### src/rtl/pixel_compose_if.sv
// Memory-side bus between pixel_compose and the sprite ROM bank / background frame ROM.
// The compositor drives the read addresses, and the ROMs return data a fixed number of cycles later.
interface pixel_compose_if;
  logic [7:0]  spr_sel;
  logic [18:0] spr_addr;
  logic [23:0] spr_data;
  logic [18:0] bg_addr;
  logic [23:0] bg_data;

  modport master (
    output spr_sel, spr_addr, bg_addr,
    input  spr_data, bg_data
  );

  modport slave (
    input  spr_sel, spr_addr, bg_addr,
    output spr_data, bg_data
  );
endinterface

### src/rtl/pixel_compose.sv
// VGA output stage: issues sprite/background ROM reads for each beam pixel, then merges the returned colours
// with colour-key transparency. Syncs and enable are delayed so they stay aligned with the pixel colour.
module pixel_compose #(
  parameter int          MEM_LAT   = 2,
  parameter logic [23:0] KEY_COLOR = 24'hFF00FF,
  parameter logic [23:0] FILL_32   = 24'hE01010,
  parameter logic [23:0] FILL_34   = 24'h202020
) (
  input  logic                   Clk,
  input  logic                   Reset_n,
  input  logic [9:0]             DrawX,
  input  logic [9:0]             DrawY,
  input  logic                   hs_in,
  input  logic                   vs_in,
  input  logic                   de_in,
  input  logic [7:0]             display_type,
  input  logic [18:0]            read_address,
  pixel_compose_if.master        mem,
  output logic [7:0]             Red,
  output logic [7:0]             Green,
  output logic [7:0]             Blue,
  output logic                   hs_out,
  output logic                   vs_out,
  output logic                   de_out
);

  typedef struct packed {
    logic       de;
    logic       hs;
    logic       vs;
    logic [7:0] dtype;
  } tag_t;

  localparam tag_t TAG_IDLE = '{de: 1'b0, hs: 1'b1, vs: 1'b1, dtype: 8'h00};

  logic        r_run;
  tag_t        r_tagA;
  tag_t        r_tagB [MEM_LAT];
  tag_t        w_tagC;
  logic [7:0]  r_sprSel;
  logic [18:0] r_sprAddr;
  logic [18:0] r_bgAddr;
  logic        w_inRange;
  logic [18:0] w_bgAddr;
  logic [23:0] w_rgb;
  logic [23:0] r_rgb;
  logic        r_hs;
  logic        r_vs;
  logic        r_de;

  // Release is taken one edge late, so stage A first captures on the second edge after Reset_n rises
  always_ff @(posedge Clk or negedge Reset_n) begin
    if (!Reset_n) r_run <= 1'b0;
    else          r_run <= 1'b1;
  end

  assign w_inRange = (DrawX < 10'd640) && (DrawY < 10'd480);
  assign w_bgAddr  = ({9'd0, DrawY} * 19'd640) + {9'd0, DrawX};

  always_ff @(posedge Clk or negedge Reset_n) begin
    if (!Reset_n) begin
      r_tagA    <= TAG_IDLE;
      r_sprSel  <= '0;
      r_sprAddr <= '0;
      r_bgAddr  <= '0;
    end else if (r_run) begin
      r_tagA    <= '{de: de_in && w_inRange, hs: hs_in, vs: vs_in, dtype: display_type};
      r_sprSel  <= display_type;
      r_sprAddr <= read_address;
      r_bgAddr  <= w_inRange ? w_bgAddr : '0;
    end
  end

  always_ff @(posedge Clk or negedge Reset_n) begin
    if (!Reset_n) begin
      for (int i = 0; i < MEM_LAT; i++) r_tagB[i] <= TAG_IDLE;
    end else begin
      r_tagB[0] <= r_tagA;
      for (int i = 1; i < MEM_LAT; i++) r_tagB[i] <= r_tagB[i-1];
    end
  end

  assign w_tagC = r_tagB[MEM_LAT-1];

  // The tag leaving the last delay stage belongs to the same pixel as the ROM data arriving now
  always_comb begin
    w_rgb = '0;
    if (w_tagC.de) begin
      case (w_tagC.dtype)
        8'h00:   w_rgb = mem.bg_data;
        8'h32:   w_rgb = FILL_32;
        8'h34:   w_rgb = FILL_34;
        default: w_rgb = (mem.spr_data == KEY_COLOR) ? mem.bg_data : mem.spr_data;
      endcase
    end
  end

  always_ff @(posedge Clk or negedge Reset_n) begin
    if (!Reset_n) begin
      r_rgb <= '0;
      r_hs  <= 1'b1;
      r_vs  <= 1'b1;
      r_de  <= 1'b0;
    end else begin
      r_rgb <= w_rgb;
      r_hs  <= w_tagC.hs;
      r_vs  <= w_tagC.vs;
      r_de  <= w_tagC.de;
    end
  end

  assign mem.spr_sel  = r_sprSel;
  assign mem.spr_addr = r_sprAddr;
  assign mem.bg_addr  = r_bgAddr;
  assign Red    = r_rgb[23:16];
  assign Green  = r_rgb[15:8];
  assign Blue   = r_rgb[7:0];
  assign hs_out = r_hs;
  assign vs_out = r_vs;
  assign de_out = r_de;

endmodule
### src/flat_wrapper.sv
// flat-port wrapper written by rule: the top's interface ports become plain ports
module pixel_compose_flat 
#(
  parameter int          MEM_LAT   = 2,
  parameter logic [23:0] KEY_COLOR = 24'hFF00FF,
  parameter logic [23:0] FILL_32   = 24'hE01010,
  parameter logic [23:0] FILL_34   = 24'h202020
)
  (Clk, Reset_n, DrawX, DrawY, hs_in, vs_in, de_in, display_type, read_address, Red, Green, Blue, hs_out, vs_out, de_out, mem_spr_sel, mem_spr_addr, mem_bg_addr, mem_spr_data, mem_bg_data);
  pixel_compose_if mem_i ();
  input  logic Clk;
  input  logic Reset_n;
  input  logic [9:0] DrawX;
  input  logic [9:0] DrawY;
  input  logic hs_in;
  input  logic vs_in;
  input  logic de_in;
  input  logic [7:0] display_type;
  input  logic [18:0] read_address;
  output logic [7:0] Red;
  output logic [7:0] Green;
  output logic [7:0] Blue;
  output logic hs_out;
  output logic vs_out;
  output logic de_out;
  output wire logic [$bits(mem_i.spr_sel)-1:0] mem_spr_sel;
  output wire logic [$bits(mem_i.spr_addr)-1:0] mem_spr_addr;
  output wire logic [$bits(mem_i.bg_addr)-1:0] mem_bg_addr;
  input wire logic [$bits(mem_i.spr_data)-1:0] mem_spr_data;
  input wire logic [$bits(mem_i.bg_data)-1:0] mem_bg_data;
  assign mem_spr_sel = mem_i.spr_sel;
  assign mem_spr_addr = mem_i.spr_addr;
  assign mem_bg_addr = mem_i.bg_addr;
  assign mem_i.spr_data = mem_spr_data;
  assign mem_i.bg_data = mem_bg_data;
  pixel_compose #(.MEM_LAT(MEM_LAT), .KEY_COLOR(KEY_COLOR), .FILL_32(FILL_32), .FILL_34(FILL_34)) u_core (.Clk(Clk), .Reset_n(Reset_n), .DrawX(DrawX), .DrawY(DrawY), .hs_in(hs_in), .vs_in(vs_in), .de_in(de_in), .display_type(display_type), .read_address(read_address), .mem(mem_i), .Red(Red), .Green(Green), .Blue(Blue), .hs_out(hs_out), .vs_out(vs_out), .de_out(de_out));
endmodule
### config.mk
export PLATFORM = sky130hd
export DESIGN_NAME = pixel_compose_flat
export DESIGN_NICKNAME = d
export VERILOG_FILES = /design/src/rtl/pixel_compose_if.sv /design/src/rtl/pixel_compose.sv /design/src/flat_wrapper.sv
export SDC_FILE = /design/constraint.sdc
export NUM_CORES = 1
export LEC_CHECK = 0
export BUFFER_PORTS_ARGS = -buffer_cell sky130_fd_sc_hd__buf_4
export CAP_MARGIN = 25
export CORE_AREA = 2 2 154 81
export CTS_CLUSTER_DIAMETER = 80
export CTS_CLUSTER_SIZE = 28
export DETAILED_ROUTE_END_ITERATION = 8
export DIE_AREA = 0 0 156 83
export GPL_ROUTABILITY_DRIVEN = 0
export PLACE_DENSITY = 0.8
export SETUP_SLACK_MARGIN = 0.3
export SYNTH_ARGS = -nofsm -noshare
export SYNTH_HDL_FRONTEND = slang
export SYNTH_SLANG_ARGS = --single-unit
### constraint.sdc
create_clock -name Clk -period 2.05 [get_ports Clk]
set_input_delay 0.1025 -clock Clk [delete_from_list [all_inputs] [get_ports Clk]]
set_output_delay 0.1025 -clock Clk [all_outputs]
set_load 0.05 [all_outputs]
==> results.json <==
{
  "layout_setup_ws_ns": 0.00370,
  "finClkSkew_ns": 0.00837,
  "diodes": 0,
  "rsz0062_at_grt": "true",
  "grt_start_max_net_pins": 44,
  "synth_warnings": 0,
  "top_level_ports": 173,
  "busiest_layer": "met2",
  "status": "completed",
  "crit_path_max_fanout": 3,
  "clk_pin_slew_ns": 0.07,
  "power.density_nw_per_um2": 754,
  "finish.utilization_pct": 64.4,
  "nFillCells": 887,
  "wl_per_cell_um": 17.1,
  "setup_viol": 0,
  "ys_ff_latch": 99,
  "antenna_found_initial": 0,
  "use_met1_pct": 26.6,
  "worstPathCellList": "buf_8 > ha_4 > ha_4 > fa_2 > a211oi_4 > o21ai_0 > a31oi_1 > xor2_1 > xnor2_1 > o22ai_1",
  "reg2reg_slack_ns": 0.05,
  "insertion_delay_ns": 0.34,
  "cts_buffer_depth": 2,
  "port_buffers": 172,
  "maxSlewViolCount": 0,
  "holdPathStages": 3,
  "placement_rows": 28,
  "drt_iter0_drc": 182,
  "via_per_inst": 4.97,
  "grt_usage_pct": 20.5,
  "grt_overflow_total": 0,
  "end_kind": "flip-flop",
  "use_met3_pct": 6.21,
  "slew_headroom_pct": 53.0,
  "yosysSeqAreaShare_pct": 55.0,
  "wirelength_mm": 13.6,
  "core_um2": 11500,
  "worstSetupPathType": "input port to flip-flop",
  "layout.nets": 758,
  "synth_cells": 376,
  "use_met2_pct": 33.2,
  "crit_slowest_cell": "fa_2",
  "num_vias": 3940,
  "dpl_worst_slack_ns": -0.414,
  "syn_area_per_cell_um2": 12.0,
  "cts_num_sinks": 99,
  "synth_ff_type": "dfrtp_1",
  "synth_edf_count": 0,
  "cp_slowest_stage_delay_ns": 0.40,
  "synth_area_um2": 4520,
  "dr.pass1.iters": 4,
  "min_period_ns": 2.05,
  "crit_required_ns": 2.25,
  "hpwlAfterDp_mm": 9.89,
  "postRouteAntennaNets": 0,
  "vdd_drop_max_uv": 391,
  "syn2layout_area_growth_pct": 64.2,
  "dieArea_um2": 12900,
  "cpMostUsedCell": "ha_4",
  "max-cap-violations": 0,
  "reg2regPathDepth": 7,
  "finalPower_mw": 5.60,
  "finalCritPeriodShare_pct": 99.8,
  "hold_viol": 0,
  "post_synth_num_cell_types": 62,
  "drc_errors": 0,
  "max_freq_ghz": 0.489,
  "drive_gt1_share_pct": 54.4,
  "die_h_um": 83,
  "htree_levels": 3,
  "cts_buffers": 9,
  "syn_nets": 497,
  "p_leak_nw": 3.50,
  "worstMarginPinSlew_ns": 0.704,
  "synthArstFlopShare_pct": 100,
  "hold_path_class": "input port to flip-flop",
  "cts_tree": "yes",
  "start_kind": "input port",
  "initial_core_util_pct": 39.2,
  "die_x_um": 156,
  "grt_pass1_wl_mm": 20.8,
  "cts-root-buf": "clkbuf_16",
  "crit_arrival_ns": 2.25,
  "first_global_vias": 4121
}
[repair_timing]
action / CTS / global route
setup buffers: 10 / 5
hold endpoints to repair: 69 / 0
cloned: 1 / 1
endpoints found under the setup margin: 28 / 30
pin swaps: 21 / 23
hold buffers: 37 / 0
resized for setup: 18 / 33
[worst paths after layout]
kind,startpoint,endpoint
worst max-delay path,DrawY[3],u_core.mem.bg_addr[18]
worst min-delay path,mem_bg_data[6],u_core.r_rgb[6]
worst max register to register,u_core.r_tagB[3],u_core.r_rgb[20]
worst min register to register,u_core.r_tagB[21],u_core.r_tagB[10]
max in group asynchronous,Reset_n,u_core.r_tagA[9]
min in group asynchronous,Reset_n,u_core.mem.spr_addr[14]
[per-stage QoR]
| stage | instance area [µm²] | instances | hold WS (ns) | setup TNS (ns) |
|---|---|---|---|---|
| floorplan | 4670 | 376 | -0.193 | -0.114 |
| global placement | 6360 | 722 | 0.103 | -1.42 |
| detailed placement | 6360 | 722 | 0.125 | -1.70 |
| CTS | 7210 | 786 | 0.00188 | 0 |
| global route | 7420 | 792 | 0.00282 | -0.221 |
| finish | 7420 | 792 | 0.0115 | 0 |
[placed cells by master, fill, tap and decap left out, types with 4 or more instances in the layout]
master and count:
buf_4 222, dfrtp_1 90, dlygate4sd3_1 37, mux2_2 29
inv_1 23, nor2b_1 21, a22oi_2 17, o21ai_0 16
nor2_1 14, nand2_1 14, ha_1 13, clkbuf_16 11
o22ai_1 10, dfstp_2 8, nand4_1 6, xnor2_1 6
o21a_1 5, buf_6 5, nand3_1 4, nor4_4 4
xor2_1 4
[flip-flops by register name (all words and copies together) (netlist names)]
signal,cells
u_core.vs_out,1
u_core.r_run,1
u_core.r_rgb,24
u_core.de_out,1
u_core.mem.spr_addr,19
u_core.r_tagB,22
u_core.hs_out,1
u_core.mem.bg_addr,19
u_core.r_tagA,11
[power breakdown]
group          total, mW  internal (mW)  switching, mW
Combinational       1.68          0.723          0.953
Clock               1.69          0.954          0.737
Sequential          2.23           2.13          0.103
[routing by layer]
layer  wire [µm]  share of wire [%]
met5           0                  0
met4         153                1.1
met3        1020                7.5
met2        6470                 48
met1        5920                 44
[cell families (layout without fill, tap and decap cells)]
family | Yosys count | in the layout | synth area share, %
and+or+nand+nor | 90 | 90 | 11.5
AOI/OAI and AO/OA | 81 | 81 | 12.7
xor gates and xnor gates | 12 | 12 | 2.32
other | 1 | 1 | 0.0829
adders and majority gates | 21 | 21 | 6.14
DFF | 99 | 99 | 55.0
muxes | 30 | 30 | 7.44
buffers and inverters | 42 | 308 | 4.79
[layout make-up]
| cell class | instances | area, µm² | share of cell area (%) |
|---|---|---|---|
| Tap cell | 150 | 188 | 2.53 |
| Multi-Input combinational cell | 235 | 2160 | 29.1 |
| Clock inverter | 7 | 75.1 | 1.01 |
| Sequential cell | 99 | 2490 | 33.5 |
| Inverter | 23 | 86.3 | 1.16 |
| Timing Repair Buffer | 269 | 2200 | 29.6 |
| Clock buffer | 9 | 225 | 3.03 |
[worst max-delay path, delay by kind of cell]
kind                     cells  cell delay (ns)
AO/OA/AOI/OAI                4             0.85
adder cells (fa/ha/maj)      3             0.79
XOR/XNOR                     2             0.39
buffers and inverters        1             0.10
[Yosys cell counts, types with 2 or more instances]
cell type	number	share of area (%)
buf_4	9	1.5
buf_1	2	0.17
nand4_1	6	0.83
o21ai_0	18	2.0
inv_1	23	1.9
clkbuf_1	5	0.42
a22oi_1	19	3.2
ha_1	19	5.3
nor4_1	3	0.42
dfstp_2	8	4.6
and2_1	2	0.28
nand2b_1	2	0.28
xor2_1	5	0.97
nand3_1	4	0.44
nor2_1	18	1.5
dfrtp_1	91	50
nand2_1	15	1.2
nor2b_1	21	2.9
a211oi_1	2	0.33
a21oi_1	7	0.77
o21a_1	5	0.83
and3_1	2	0.28
o211ai_1	2	0.33
a221oi_1	2	0.39
fa_1	2	0.89
nor3_1	3	0.33
mux2_2	29	7.2
o22ai_1	11	1.5
xnor2_1	7	1.4
a21boi_0	2	0.33
(Power assumes the default switching activity.)
